## src/rtl/cpu_pkg.sv

```systemverilog
// Shared definitions for the MIPS core front end: widths, reset vector,
// fetch FSM encoding and the prefetch FIFO entry layout.
package cpu_pkg;
   localparam int          INST_W       = 32;
   localparam logic [31:0] PC_INC       = 32'd4;
   localparam logic [31:0] RESET_PC_DEF = 32'h0000_0000;
   localparam logic [31:0] NOP          = 32'h0000_0000;

   typedef enum logic [1:0] {
      FETCH = 2'd0,
      DRAIN = 2'd1
   } fetch_state_t;

   typedef struct packed {
      logic [31:0]       pc;
      logic [INST_W-1:0] inst;
   } fetch_entry_t;
endpackage

```

## src/rtl/inst_fetch_if.sv

```systemverilog
// Instruction memory read port: req/gnt address phase, in-order rvalid data phase.
interface inst_fetch_if;
   import cpu_pkg::*;

   logic              req;
   logic [31:0]       addr;
   logic              gnt;
   logic              rvalid;
   logic [INST_W-1:0] rdata;

   modport master (output req, addr, input gnt, rvalid, rdata);
   modport slave  (input req, addr, output gnt, rvalid, rdata);
endinterface

```

## src/rtl/fetch_fifo.sv

```systemverilog
// Small synchronous FIFO with flush; used for the prefetch buffer and the PC tag queue.
module fetch_fifo #(
   parameter int DEPTH = 2,
   parameter int WIDTH = 64,
   parameter int CNT_W = 2
) (
   input  logic             clk,
   input  logic             rst_n,
   input  logic             push,
   input  logic             pop,
   input  logic             flush,
   input  logic [WIDTH-1:0] din,
   output logic [CNT_W-1:0] count,
   output logic [WIDTH-1:0] head
);
   localparam int             PTR_W = (DEPTH > 1) ? $clog2(DEPTH) : 1;
   localparam logic [PTR_W-1:0] LAST = PTR_W'(DEPTH - 1);

   logic [WIDTH-1:0] mem [DEPTH];
   logic [PTR_W-1:0] wr_ptr;
   logic [PTR_W-1:0] rd_ptr;
   logic             do_push;
   logic             do_pop;

   assign do_pop  = pop && (count != '0);
   assign do_push = push && ((count != CNT_W'(DEPTH)) || do_pop);
   assign head    = mem[rd_ptr];

   always_ff @(posedge clk or negedge rst_n) begin
      if (!rst_n) begin
         wr_ptr <= '0;
         rd_ptr <= '0;
         count  <= '0;
         for (int i = 0; i < DEPTH; i++) mem[i] <= '0;
      end else if (flush) begin
         wr_ptr <= '0;
         rd_ptr <= '0;
         count  <= '0;
      end else begin
         if (do_push) begin
            mem[wr_ptr] <= din;
            wr_ptr      <= (wr_ptr == LAST) ? '0 : wr_ptr + 1'b1;
         end
         if (do_pop) rd_ptr <= (rd_ptr == LAST) ? '0 : rd_ptr + 1'b1;
         count <= count + CNT_W'(do_push) - CNT_W'(do_pop);
      end
   end
endmodule

```

## src/rtl/inst_fetch.sv

```systemverilog
// Fetch stage: issues word reads, tags responses with their PC, buffers them for
// decode and drops responses made stale by a redirect.
//
//   state | meaning
//   FETCH | no stale responses in flight; every response is kept
//   DRAIN | discard > 0; next responses are dropped, new requests may still issue
module inst_fetch
   import cpu_pkg::*;
#(
   parameter logic [31:0] RESET_PC = RESET_PC_DEF,
   parameter int          DEPTH    = 2,
   parameter int          CNT_W    = 2
) (
   input  logic              clk,
   input  logic              rst_n,
   input  logic              redirect,
   input  logic [31:0]       redirect_pc,
   input  logic              loaddepend,
   inst_fetch_if.master      imem,
   output logic              if_valid,
   output logic [INST_W-1:0] if_inst,
   output logic [31:0]       if_pc
);
   localparam logic [CNT_W:0] DEPTH_W = (CNT_W + 1)'(DEPTH);

   fetch_state_t     state;
   logic [31:0]      fetch_pc;
   logic [CNT_W-1:0] outstanding;
   logic [CNT_W-1:0] discard;
   logic [CNT_W-1:0] stale_left;
   logic [CNT_W-1:0] fifo_count;
   logic [CNT_W-1:0] tag_count;
   logic [CNT_W:0]   budget;
   logic [31:0]      tag_head;
   fetch_entry_t     fifo_din;
   fetch_entry_t     fifo_head;
   logic             grant;
   logic             rsp;
   logic             rsp_keep;
   logic             pop;

   // Reserving FIFO space at request time is what keeps the FIFO from overflowing.
   assign budget     = {1'b0, outstanding} + {1'b0, fifo_count};
   assign imem.req   = rst_n && !redirect && (budget < DEPTH_W);
   assign imem.addr  = fetch_pc;
   assign grant      = imem.req && imem.gnt;
   assign rsp        = imem.rvalid && (outstanding != '0);
   assign rsp_keep   = imem.rvalid && (discard == '0) && (tag_count != '0) && !redirect;
   assign stale_left = outstanding - CNT_W'(rsp);

   assign if_valid = (fifo_count != '0);
   assign pop      = if_valid && !loaddepend && !redirect;
   assign if_pc    = if_valid ? fifo_head.pc   : 32'h0;
   assign if_inst  = if_valid ? fifo_head.inst : NOP;
   assign fifo_din = '{pc: tag_head, inst: imem.rdata};

   fetch_fifo #(.DEPTH(DEPTH), .WIDTH(32), .CNT_W(CNT_W)) u_tag_q (
      .clk   (clk),
      .rst_n (rst_n),
      .push  (grant),
      .pop   (rsp_keep),
      .flush (redirect),
      .din   (fetch_pc),
      .count (tag_count),
      .head  (tag_head)
   );

   fetch_fifo #(.DEPTH(DEPTH), .WIDTH($bits(fetch_entry_t)), .CNT_W(CNT_W)) u_inst_q (
      .clk   (clk),
      .rst_n (rst_n),
      .push  (rsp_keep),
      .pop   (pop),
      .flush (redirect),
      .din   (fifo_din),
      .count (fifo_count),
      .head  (fifo_head)
   );

   always_ff @(posedge clk or negedge rst_n) begin
      if (!rst_n) begin
         state       <= FETCH;
         fetch_pc    <= RESET_PC;
         outstanding <= '0;
         discard     <= '0;
      end else begin
         outstanding <= outstanding + CNT_W'(grant) - CNT_W'(rsp);
         if (redirect) begin
            // Everything still in flight after this cycle belongs to the old path.
            fetch_pc <= redirect_pc;
            discard  <= stale_left;
            state    <= (stale_left != '0) ? DRAIN : FETCH;
         end else begin
            if (grant) fetch_pc <= fetch_pc + PC_INC;
            case (state)
               FETCH: discard <= '0;
               DRAIN: begin
                  if (rsp) begin
                     discard <= discard - CNT_W'(1);
                     if (discard == CNT_W'(1)) state <= FETCH;
                  end
               end
               default: begin
                  state   <= FETCH;
                  discard <= '0;
               end
            endcase
         end
      end
   end
endmodule

```

## src/flat_wrapper.sv

```systemverilog
// flat-port wrapper written by rule: the top's interface ports become plain ports
module inst_fetch_flat import cpu_pkg::*;
#(
   parameter logic [31:0] RESET_PC = RESET_PC_DEF,
   parameter int          DEPTH    = 2,
   parameter int          CNT_W    = 2
)
  (clk, rst_n, redirect, redirect_pc, loaddepend, if_valid, if_inst, if_pc, imem_req, imem_addr, imem_gnt, imem_rvalid, imem_rdata);
  inst_fetch_if imem_i ();
  input  logic clk;
  input  logic rst_n;
  input  logic redirect;
  input  logic [31:0] redirect_pc;
  input  logic loaddepend;
  output logic if_valid;
  output logic [INST_W-1:0] if_inst;
  output logic [31:0] if_pc;
  output wire logic [$bits(imem_i.req)-1:0] imem_req;
  output wire logic [$bits(imem_i.addr)-1:0] imem_addr;
  input wire logic [$bits(imem_i.gnt)-1:0] imem_gnt;
  input wire logic [$bits(imem_i.rvalid)-1:0] imem_rvalid;
  input wire logic [$bits(imem_i.rdata)-1:0] imem_rdata;
  assign imem_req = imem_i.req;
  assign imem_addr = imem_i.addr;
  assign imem_i.gnt = imem_gnt;
  assign imem_i.rvalid = imem_rvalid;
  assign imem_i.rdata = imem_rdata;
  inst_fetch #(.RESET_PC(RESET_PC), .DEPTH(DEPTH), .CNT_W(CNT_W)) u_core (.clk(clk), .rst_n(rst_n), .redirect(redirect), .redirect_pc(redirect_pc), .loaddepend(loaddepend), .imem(imem_i), .if_valid(if_valid), .if_inst(if_inst), .if_pc(if_pc));
endmodule
```

## config.mk

```make
export PLATFORM = sky130hd
export DESIGN_NAME = inst_fetch_flat
export DESIGN_NICKNAME = d
export VERILOG_FILES = /design/src/rtl/cpu_pkg.sv /design/src/rtl/inst_fetch_if.sv /design/src/rtl/fetch_fifo.sv /design/src/rtl/inst_fetch.sv /design/src/flat_wrapper.sv
export SDC_FILE = /design/constraint.sdc
export NUM_CORES = 1
export LEC_CHECK = 0
export ABC_AREA = 1
export CORE_MARGIN = 8
export CORE_UTILIZATION = 55
export DETAILED_ROUTE_END_ITERATION = 6
export PLACE_DENSITY = 0.81
export SLEW_MARGIN = 20
export SYNTH_ARGS = -nofsm -noshare
export SYNTH_HDL_FRONTEND = slang
export SYNTH_SLANG_ARGS = --single-unit
```

## constraint.sdc

```tcl
create_clock -name clk -period 2.9 [get_ports clk]
set_clock_uncertainty 0.1 [all_clocks]
set_input_delay 0.58 -clock clk [delete_from_list [all_inputs] [get_ports clk]]
set_output_delay 0.58 -clock clk [all_outputs]
set_load 0.05 [all_outputs]
```

==> flow_summary_export.csv, run 1 <==
group,metric,value,unit
floorplanning,die_h,161,um
detailed_routing,via_per_inst,5.38,
synthesis,yosysMostFrequentCell,"nand2_1",
setup_path,crit_arrival,2.12,ns
synthesis,synth_area_leaders,"dfrtp_1 (51%), nand2_1 (15%), o21ai_2 (5.8%)",
placement,io_buffers,167,
outcome,outcome,"complete, no violations",
synthesis,syn_nets,1431,
setup_path,worstSetupPathType,"register to primary output",
clocking,htreeDepth,1,
setup_path,setup.worst_path.start_class,"register",
power_and_ir_drop,p_comb_frac,0.252,
synthesis,synth_commonest_cells,"nand2_1 (469), dfrtp_1 (237), o21ai_1 (107)",
timing,worstMarginPinSlew,0.973,ns
clocking,cts-root-buf,"clkbuf_16",
detailed_routing,first_pass_iters,5,
global_route,grt_max_degree,173,
synthesis,yosys_register_bits,237,
power_and_ir_drop,p_clk_frac,0.298,
synthesis,synth_edf_count,0,
detailed_routing,ant_nets,0,
floorplanning,ios,168,
timing,finalCritPeriodShare,0.964,
power_and_ir_drop,switching_share,0.325,
timing,hold_viol,0,
timing,setup_tns,0,ns
floorplanning,initial_core_util,0.555,
setup_path,cp_max_fo,51,
finish,instances_no_fill,1778,
synthesis,ys_types,38,
power_and_ir_drop,peakVddDrop,0.550,mV
clocking,clock_path_buffers,3,
finish,fin_util,0.709,
global_route,grt_pass1_vias,9381,
clocking,postCtsSetupRepairBufs,0,
timing,drv_slew,0,
synthesis,synth_area_leader_cell,"dfrtp_1",
synthesis,syn-instance-count,1351,
floorplanning,coreArea,0.0208,mm2
timing,worst_slack,0.104,ns
synthesis,yosysSeqAreaShare,0.513,
floorplanning,dieArea,0.0259,mm2
clocking,cts_sinks,237,
placement,dp_hpwl,19200,um
power_and_ir_drop,internal_power,7.17,mW
global_route,grt_pass1_wl,47900,um
timing,slew_headroom,0.351,
placement,place_congestion,0.892,
detailed_routing,vias,9557,
clocking,clk_latency,0.51,ns
floorplanning,die_width,161,um
global_route,antenna_found_initial,0,
timing,setup_violations,0,
detailed_routing,first_iter_violations,831,
setup_path,crit_path_end_kind,"primary output",
setup_path,required,2.22,ns
timing,fin_crit,2.80,ns
synthesis,yosysWarnings,0,
finish,nets,1569,
job,max-cap-violations,0,
power_and_ir_drop,seqPwrFrac,0.450,
worst_hold_path,hold_class,"input pin to async pin",
power_and_ir_drop,p_sw,3.45,mW
timing,rsz0062_at_grt,"false",
synthesis,synth_flop_cell,"dfrtp_1",
setup_path,crit_start,"u_core.u_inst_q.rd_ptr",
finish,num_antenna_cells,0,
global_route,grtUsageTotal,0.220,
timing,fmax,358,MHz
detailed_routing,wl,29000,um
setup_path,timing.rr.start,"u_core.u_inst_q.count[0]",
synthesis,async_flop_share,1.00,
finish,area_growth,27.8,%
power_and_ir_drop,p_per_area,719,mW/mm2
synthesis,syn-cell-area,0.0116,mm2
global_route,grt_overflow,0,
clocking,clk_pin_slew_worst_paths,0.06,ns
power_and_ir_drop,p_leak,6.56,nW
clocking,cts_tree,"built",
detailed_routing,route.detailed.drc,0,
detailed_routing,wl_per_cell,16.3,um
synthesis,avgSynthCellArea,8.56,um2
finish,layout-drive-gt1-share,0.144,
synthesis,synth_top_area_share,0.513,
clocking,cts_made_buffers,25,
placement,place_ws,0.340,ns
finish,fillers,1581,
floorplanning,rows,53,
placement,placedCellCount,1736,
per-layer routing:
layer | vias up | track usage | part of all wire
li1 | 4637 | - | -
met1 | 4557 | 0.306 | 0.46
met2 | 326 | 0.350 | 0.46
met3 | 37 | 0.0428 | 0.066
met4 | 0 | 0.0522 | 0.015
met5 | - | 0 | 0
kinds of logic after synthesis:
kind of cell             share of synthesized area
AND/OR/NAND/NOR                              0.204
adder cells (fa/ha/maj)                     0.0115
buffers and inverters                       0.0778
multiplexers                                0.0277
XOR/XNOR                                   0.00833
AO/OA/AOI/OAI                                0.157
flip-flops                                   0.513
stage by stage:
step	hold slack, ns	total power [mW]	area [um2]
5_1_grt	0.375	11.2	14800
3_5_place_dp	0.291	7.45	13900
2_1_floorplan	0.184	6.57	11600
6_report	0.372	10.6	14800
3_3_place_gp	0.289	7.28	13900
4_1_cts	0.351	10.7	14800
worst paths after layout:
check | end | slack [ns] | cells after the start
setup / recovery | if_pc[27] | 0.10 | 4
hold / removal | u_core.u_inst_q.count[1] | 0.37 | 2
setup reg to reg | u_core.u_tag_q.count[1] | 0.31 | 12
hold reg to reg | u_core.u_inst_q.mem[11] | 0.38 | 2
max in group asynchronous | u_core.u_inst_q.mem[38] | 1.17 | 3
min in group clk | u_core.u_tag_q.count[0] | 0.38 | 2
power by group through the flow:
stage	registers, mW	clock network, mW	logic, mW
3_5_place_dp	4.80	0	2.65
4_1_cts	4.77	3.22	2.70
3_3_place_gp	4.75	0	2.54
5_1_grt	4.89	3.35	3.01
2_1_floorplan	4.89	0	1.68
6_report	4.78	3.16	2.67
registers in the layout, summed over array words and instances, names as in the netlist:
name and count:
u_core.discard 2, u_core.imem.addr 32, u_core.outstanding 2, u_core.state 1, u_core.u_inst_q.count 2, u_core.u_inst_q.mem 128
u_core.u_inst_q.rd_ptr 1, u_core.u_inst_q.wr_ptr 1, u_core.u_tag_q.count 2, u_core.u_tag_q.mem 64, u_core.u_tag_q.rd_ptr 1, u_core.u_tag_q.wr_ptr 1
critical path: stages (launching register included):
cell and delay [ns]:
dfrtp_2 0.38, buf_4 0.50, nand2_1 0.13, a21oi_1 0.38
buf_12 0.19
cell type report:
type                    count  area (um2)  area share
clock buffers              30         674      0.0457
clock inverters            11         136     0.00923
inverters                 108         408      0.0276
multi-input cells         932        4740       0.321
flip-flops and latches    237        5930       0.402
well taps                 275         344      0.0233
repair buffers            185        2540       0.172
cells in the final DEF, fill, tap and decap left out, drive strengths merged, types with 9 or more instances in the layout:
master	count
nand2	471
dfrtp	237
o21ai	223
inv	107
clkdlybuf4s50	100
buf	84
a21oi	65
nand3	53
nor2	49
mux2i	32
clkbuf	30
ha	9
repair_timing:
| action | CTS | global route |
|---|---|---|
| gates resized for setup | 1 | 1 |
| endpoints found under the setup margin | 33 | 1 |
| hold buffers | 1 | 0 |
| hold endpoints to repair | 5 | 0 |
No activity file was read; power rests on OpenSTA's default activity.
==> run 2: changes to the inputs <==
==> constraint.sdc (replaced) <==
create_clock -name clk -period 2.8 [get_ports clk]
set_clock_uncertainty 0.1 [all_clocks]
set_input_delay 0.56 -clock clk [delete_from_list [all_inputs] [get_ports clk]]
set_output_delay 0.56 -clock clk [all_outputs]
set_load 0.05 [all_outputs]
==> flow_summary_export.csv, run 2 (same netlist as run 1, synthesis figures left out) <==
group,metric,value,unit
worst_hold_path,hold_class,"input pin to register",
global_route,grt_pass1_vias,9261,
floorplanning,dieArea,0.0259,mm2
detailed_routing,vias,9623,
placement,io_buffers,167,
detailed_routing,via_per_inst,5.42,
power_and_ir_drop,switching_share,0.328,
power_and_ir_drop,p_per_area,737,mW/mm2
clocking,cts_tree,"built",
floorplanning,die_width,161,um
timing,worstMarginPinSlew,0.919,ns
timing,setup_violations,0,
finish,most-common-layout-cells,"nand2_1 (469), dfrtp_1 (236), o21ai_1 (107)",
job,max-cap-violations,0,
global_route,grt_max_degree,166,
power_and_ir_drop,power.total,10.9,mW
detailed_routing,first_pass_iters,5,
clocking,clock_path_buffers,3,
finish,fillers,1533,
floorplanning,ios,168,
finish,multi_input_area,0.00476,mm2
timing,drv_slew,0,
finish,num_antenna_cells,0,
floorplanning,die_h,161,um
detailed_routing,ant_nets,0,
setup_path,required,2.14,ns
power_and_ir_drop,internal_power,7.31,mW
detailed_routing,wl_per_cell,16.5,um
setup_path,crit_path_end_kind,"primary output",
finish,area_growth,27.5,%
power_and_ir_drop,seqPwrFrac,0.456,
global_route,grt_overflow,0,
power_and_ir_drop,p_comb_frac,0.255,
placement,dp_hpwl,19000,um
setup_path,worstSetupPathType,"register to primary output",
detailed_routing,first_iter_violations,794,
floorplanning,initial_core_util,0.555,
power_and_ir_drop,p_clk_frac,0.290,
timing,fmax,370,MHz
finish,layout_commonest_cell,"nand2_1",
placement,place_congestion,0.873,
timing,fin_crit,2.70,ns
power_and_ir_drop,p_leak,6.53,nW
clocking,postCtsSetupRepairBufs,0,
finish,seq_area,0.00593,mm2
power_and_ir_drop,p_sw,3.56,mW
finish,largest_reg_flops,128,
outcome,outcome,"complete, no violations",
power_and_ir_drop,peakVddDrop,0.662,mV
timing,hold_slack,0.357,ns
detailed_routing,wl,29200,um
clocking,cts-root-buf,"clkbuf_16",
clocking,clk_pin_slew_worst_paths,0.06,ns
clocking,cts_sinks,237,
global_route,antenna_found_initial,0,
finish,layout-drive-gt1-share,0.144,
finish,largest_register,"u_core.u_inst_q.mem",
timing,finalCritPeriodShare,0.964,
global_route,grtUsageTotal,0.222,
clocking,htreeDepth,1,
finish,nets,1567,
global_route,grt_pass1_wl,48100,um
floorplanning,coreArea,0.0208,mm2
setup_path,crit_arrival,2.04,ns
setup_path,cp_max_fo,41,
setup_path,setup.worst_path.start_class,"register",
detailed_routing,route.detailed.drc,0,
timing,slew_headroom,0.388,
clocking,clk_latency,0.52,ns
timing,rsz0062_at_grt,"false",
floorplanning,rows,53,
timing,hold_viol,0,
clocking,cts_made_buffers,24,
timing,setup_tns,0,ns
## run 2: changes by cell type in the layout (fill, tap and decap cells not counted), sizes merged
| cell | before | now |
|---|---|---|
| clkbuf | 30 | 34 |
| buf | 84 | 83 |
| clkinv | 8 | 5 |
| bufinv | 3 | 2 |
## run 2: path summary, 6_finish.rpt
kind	startpoint	to	slack [ns]	cells past startpoint
worst max-delay path	u_core.u_inst_q.rd_ptr	if_pc[13]	0.10	5
worst min-delay path	redirect	u_core.u_inst_q.count[1]	0.36	2
worst max register to register	u_core.u_inst_q.count[0]	u_core.u_tag_q.count[1]	0.23	12
worst min register to register	u_core.u_tag_q.mem[62]	u_core.u_tag_q.mem[62]	0.38	2
max in group asynchronous	rst_n	u_core.u_tag_q.mem[51]	1.09	3
min in group asynchronous	rst_n	u_core.u_inst_q.mem[7]	0.37	2
## run 2: timing repair
action	CTS	global route
setup endpoints to repair	40	40
hold endpoints to repair	17	0
resized for setup	2	6
hold buffers	1	0
pin swaps	0	0
gates cloned	0	0
## run 2: power by group through the flow
stage	Clock, mW	Sequential [mW]	Combinational [mW]
final	3.15	4.95	2.77
after global routing	3.36	5.05	3.11
after CTS	3.20	4.94	2.78
after detailed placement	0	4.97	2.72
after global placement	0	4.92	2.62
after floorplan	0	5.07	1.74
## run 2: critical path: stages, from the launching register on
cell	delay, ns
dfrtp_2	0.43
inv_2	0.21
buf_12	0.26
nand2_1	0.08
a21oi_1	0.34
buf_12	0.19
## run 2: cell type report
cell class              count  share of cell area
flip-flops and latches    237               0.402
repair buffers            184               0.172
well taps                 275              0.0233
inverters                 108              0.0277
multi-input cells         932               0.323
clock inverters             7             0.00594
clock buffers              34              0.0461
## run 2: metal layers
layer | GRT usage | up-vias | wire [um]
met2 | 0.344 | 360 | 13500
met5 | 0 | - | 0
li1 | - | 4627 | -
met4 | 0.0476 | 0 | 459
met1 | 0.316 | 4601 | 13200
met3 | 0.0478 | 35 | 2140
## run 2: metrics by stage
stage	utilization	cells	setup WS [ns]	cell area, um2
6_report	0.708	1777	0.100	14700
3_5_place_dp	0.669	1735	0.216	13900
4_1_cts	0.707	1777	0.0106	14700
3_3_place_gp	0.669	1735	0.303	13900
5_1_grt	0.708	1777	0.00330	14700
2_1_floorplan	-	1351	0.334	11600
==> run 3: changes to the inputs <==
--- a/config.mk
+++ b/config.mk
@@ -5,11 +5,9 @@
 export SDC_FILE = /design/constraint.sdc
 export NUM_CORES = 1
 export LEC_CHECK = 0
-export ABC_AREA = 1
 export CORE_MARGIN = 8
-export CORE_UTILIZATION = 55
+export CORE_UTILIZATION = 33
 export DETAILED_ROUTE_END_ITERATION = 6
-export PLACE_DENSITY = 0.81
 export SLEW_MARGIN = 20
 export SYNTH_ARGS = -nofsm -noshare
 export SYNTH_HDL_FRONTEND = slang
==> flow_summary_export.csv, run 3 <==
group,metric,value,unit
finish,layout_commonest_cell,"dfrtp_1",
synthesis,avgSynthCellArea,11.4,um2
placement,dp_hpwl,19300,um
clocking,cts_sinks,237,
setup_path,reg2reg_slack,0.17,ns
synthesis,yosysWarnings,0,
timing,fmax,358,MHz
setup_path,r2r_cells,6,
floorplanning,die_h,198,um
setup_path,cp_top_family,"adder cells",
clocking,cts_made_buffers,27,
synthesis,yosysMostFrequentCell,"dfrtp_1",
job,max-cap-violations,0,
floorplanning,rows,66,
power_and_ir_drop,power.total,10.9,mW
synthesis,yosys_register_bits,237,
setup_path,setup.worst_path.start_class,"register",
timing,fin_crit,2.79,ns
timing,setup_violations,0,
detailed_routing,vias,7674,
global_route,grt_max_degree,127,
setup_path,crit_start,"u_core.outstanding[0]",
finish,nets,1206,
setup_path,cp_max_fo,4,
finish,fillers,3105,
synthesis,yosysSeqAreaShare,0.542,
finish,fin_util,0.434,
timing,slew_headroom,0.470,
worst_hold_path,hold_path_end,"u_core.u_inst_q.mem[43]",
setup_path,reg2reg_to,"u_core.imem.addr[31]",
clocking,cts_tree,"built",
floorplanning,ios,168,
clocking,clock_path_buffers,3,
power_and_ir_drop,p_leak,6.08,nW
setup_path,slowest_stage,"fa_2",
clocking,cts-root-buf,"clkbuf_16",
placement,place_congestion,0.757,
synthesis,synth_area_leader_cell,"dfrtp_1",
floorplanning,initial_core_util,0.335,
global_route,grt_overflow,0,
setup_path,crit_path_max_incr_delay,0.48,ns
clocking,clk_pin_slew_worst_paths,0.06,ns
detailed_routing,wl_per_cell,17.5,um
synthesis,synth_commonest_cells,"dfrtp_1 (237), mux2_2 (129), nor2_1 (117)",
detailed_routing,ant_nets,0,
timing,worstMarginPinSlew,0.795,ns
floorplanning,die_width,198,um
finish,largest_reg_flops,128,
floorplanning,coreArea,0.0326,mm2
setup_path,path_buf_inv,2,
setup_path,required,2.14,ns
detailed_routing,route.detailed.drc,0,
setup_path,crit_arrival,2.13,ns
finish,layout-drive-gt1-share,0.260,
finish,area_growth,29.3,%
timing,finalCritPeriodShare,0.997,
finish,num_antenna_cells,0,
setup_path,crit_path_end_kind,"primary output",
timing,hold_viol,0,
synthesis,ys_types,53,
worst_hold_path,min_path_cells,2,
worst_hold_path,min-delay-start,"u_core.u_inst_q.mem[43]",
worst_hold_path,hold_class,"register to register",
detailed_routing,via_per_inst,4.84,
timing,setup_tns,0,ns
setup_path,crit_chain,"and2_4, fa_2, nor4b_4, buf_4, buf_12",
power_and_ir_drop,peakVddDrop,0.482,mV
finish,seq_area,0.00594,mm2
global_route,grt_pass1_wl,44300,um
power_and_ir_drop,p_per_area,770,mW/mm2
timing,rsz0062_at_grt,"true",
synthesis,async_flop_share,1.00,
synthesis,syn-instance-count,956,
synthesis,syn_nets,1036,
finish,largest_register,"u_core.u_inst_q.mem",
finish,instances_no_fill,1586,
synthesis,synth_top_area_share,0.542,
synthesis,synth_edf_count,0,
synthesis,syn-cell-area,0.0109,mm2
global_route,grtUsageTotal,0.140,
clocking,clk_latency,0.52,ns
detailed_routing,wl,27700,um
finish,most-common-layout-cells,"dfrtp_1 (234), mux2_2 (129), nor2_1 (115)",
global_route,antenna_found_initial,1,
placement,placedCellCount,1537,
setup_path,worstSetupPathType,"register to primary output",
floorplanning,dieArea,0.0392,mm2
synthesis,synth_area_leaders,"dfrtp_1 (54%), mux2_2 (13%), mux2i_1 (8.9%)",
timing,drv_slew,0,
detailed_routing,first_iter_violations,401,
detailed_routing,first_pass_iters,5,
global_route,grt_pass1_vias,7690,
placement,io_buffers,167,
synthesis,synth_flop_cell,"dfrtp_1",
clocking,htreeDepth,1,
setup_path,timing.rr.start,"u_core.outstanding[0]",
outcome,outcome,"complete, no violations",
finish,multi_input_area,0.00474,mm2
run 3: cell count changes after synthesis, sizes merged, moves of 11 or more:
cell	change
buf	-26
inv	-95
nand3	-39
mux2i	+65
o21ai	-173
clkbuf	+14
nor2	+68
a21oi	-31
mux2	+130
or4	+12
xnor2	+11
nand2	-401
run 3: worst min-delay path: stages (launching register included):
cell     delay, ns
dfrtp_1       0.34
nand2_1       0.04
o21ai_0       0.06
run 3: power breakdown:
group	switching, mW	total (mW)	internal, mW
registers	0.520	4.82	4.30
logic	1.31	2.53	1.22
clock network	1.35	3.54	2.19
run 3: layout make-up:
cell class,count,area share
flip-flops and latches,237,0.420
clock inverters,10,0.00902
inverters,12,0.00318
multi-input cells,645,0.335
well taps,442,0.0391
repair buffers,203,0.140
clock buffers,37,0.0547
run 3: kinds of logic (layout without fill, tap and decap cells):
logic type	after synthesis	count (layout)	synth area share
compound gates	124	124	0.0665
simple gates	266	266	0.114
buf+inv	74	262	0.0289
fa+ha+maj	10	10	0.0121
flops	237	237	0.542
mux	227	227	0.223
xor+xnor	18	18	0.0144
run 3: what timing repair did:
action                                 in CTS  in global routing
hold buffers                                1                  0
buffers inserted                            1                  0
pin swaps                                   0                  0
resized for setup                           2                  0
setup endpoints to repair                   5                  1
endpoints found under the hold margin      12                  0
run 3: per-stage QoR:
step	hold slack (ns)	setup slack, ns	area [um2]
after floorplan	0.164	0.0492	11000
after global placement	0.311	0.106	13200
after detailed placement	0.315	0.103	13200
after CTS	0.383	-0.0220	14100
after global routing	0.398	-0.0698	14100
final	0.377	0.00729	14100
run 3: worst max-delay path by stage:
stage / slack [ns] / to / cells past startpoint
floorplan: 0.05 / u_core.imem.addr[19] / 6
global placement: 0.11 / u_core.u_inst_q.mem[19] / 5
detailed placement: 0.10 / u_core.u_inst_q.mem[16] / 5
CTS: -0.02 / imem_req / 5
global route: -0.07 / imem_req / 5
finish: 0.007 / imem_req / 5
run 3: metal layers:
| layer | wire, um | part of all wire | global-route usage |
|---|---|---|---|
| met1 | 13800 | 0.50 | 0.203 |
| met2 | 11900 | 0.43 | 0.210 |
| met3 | 1610 | 0.058 | 0.0309 |
| met4 | 437 | 0.016 | 0.0313 |
| met5 | 8 | 0.00029 | 0 |
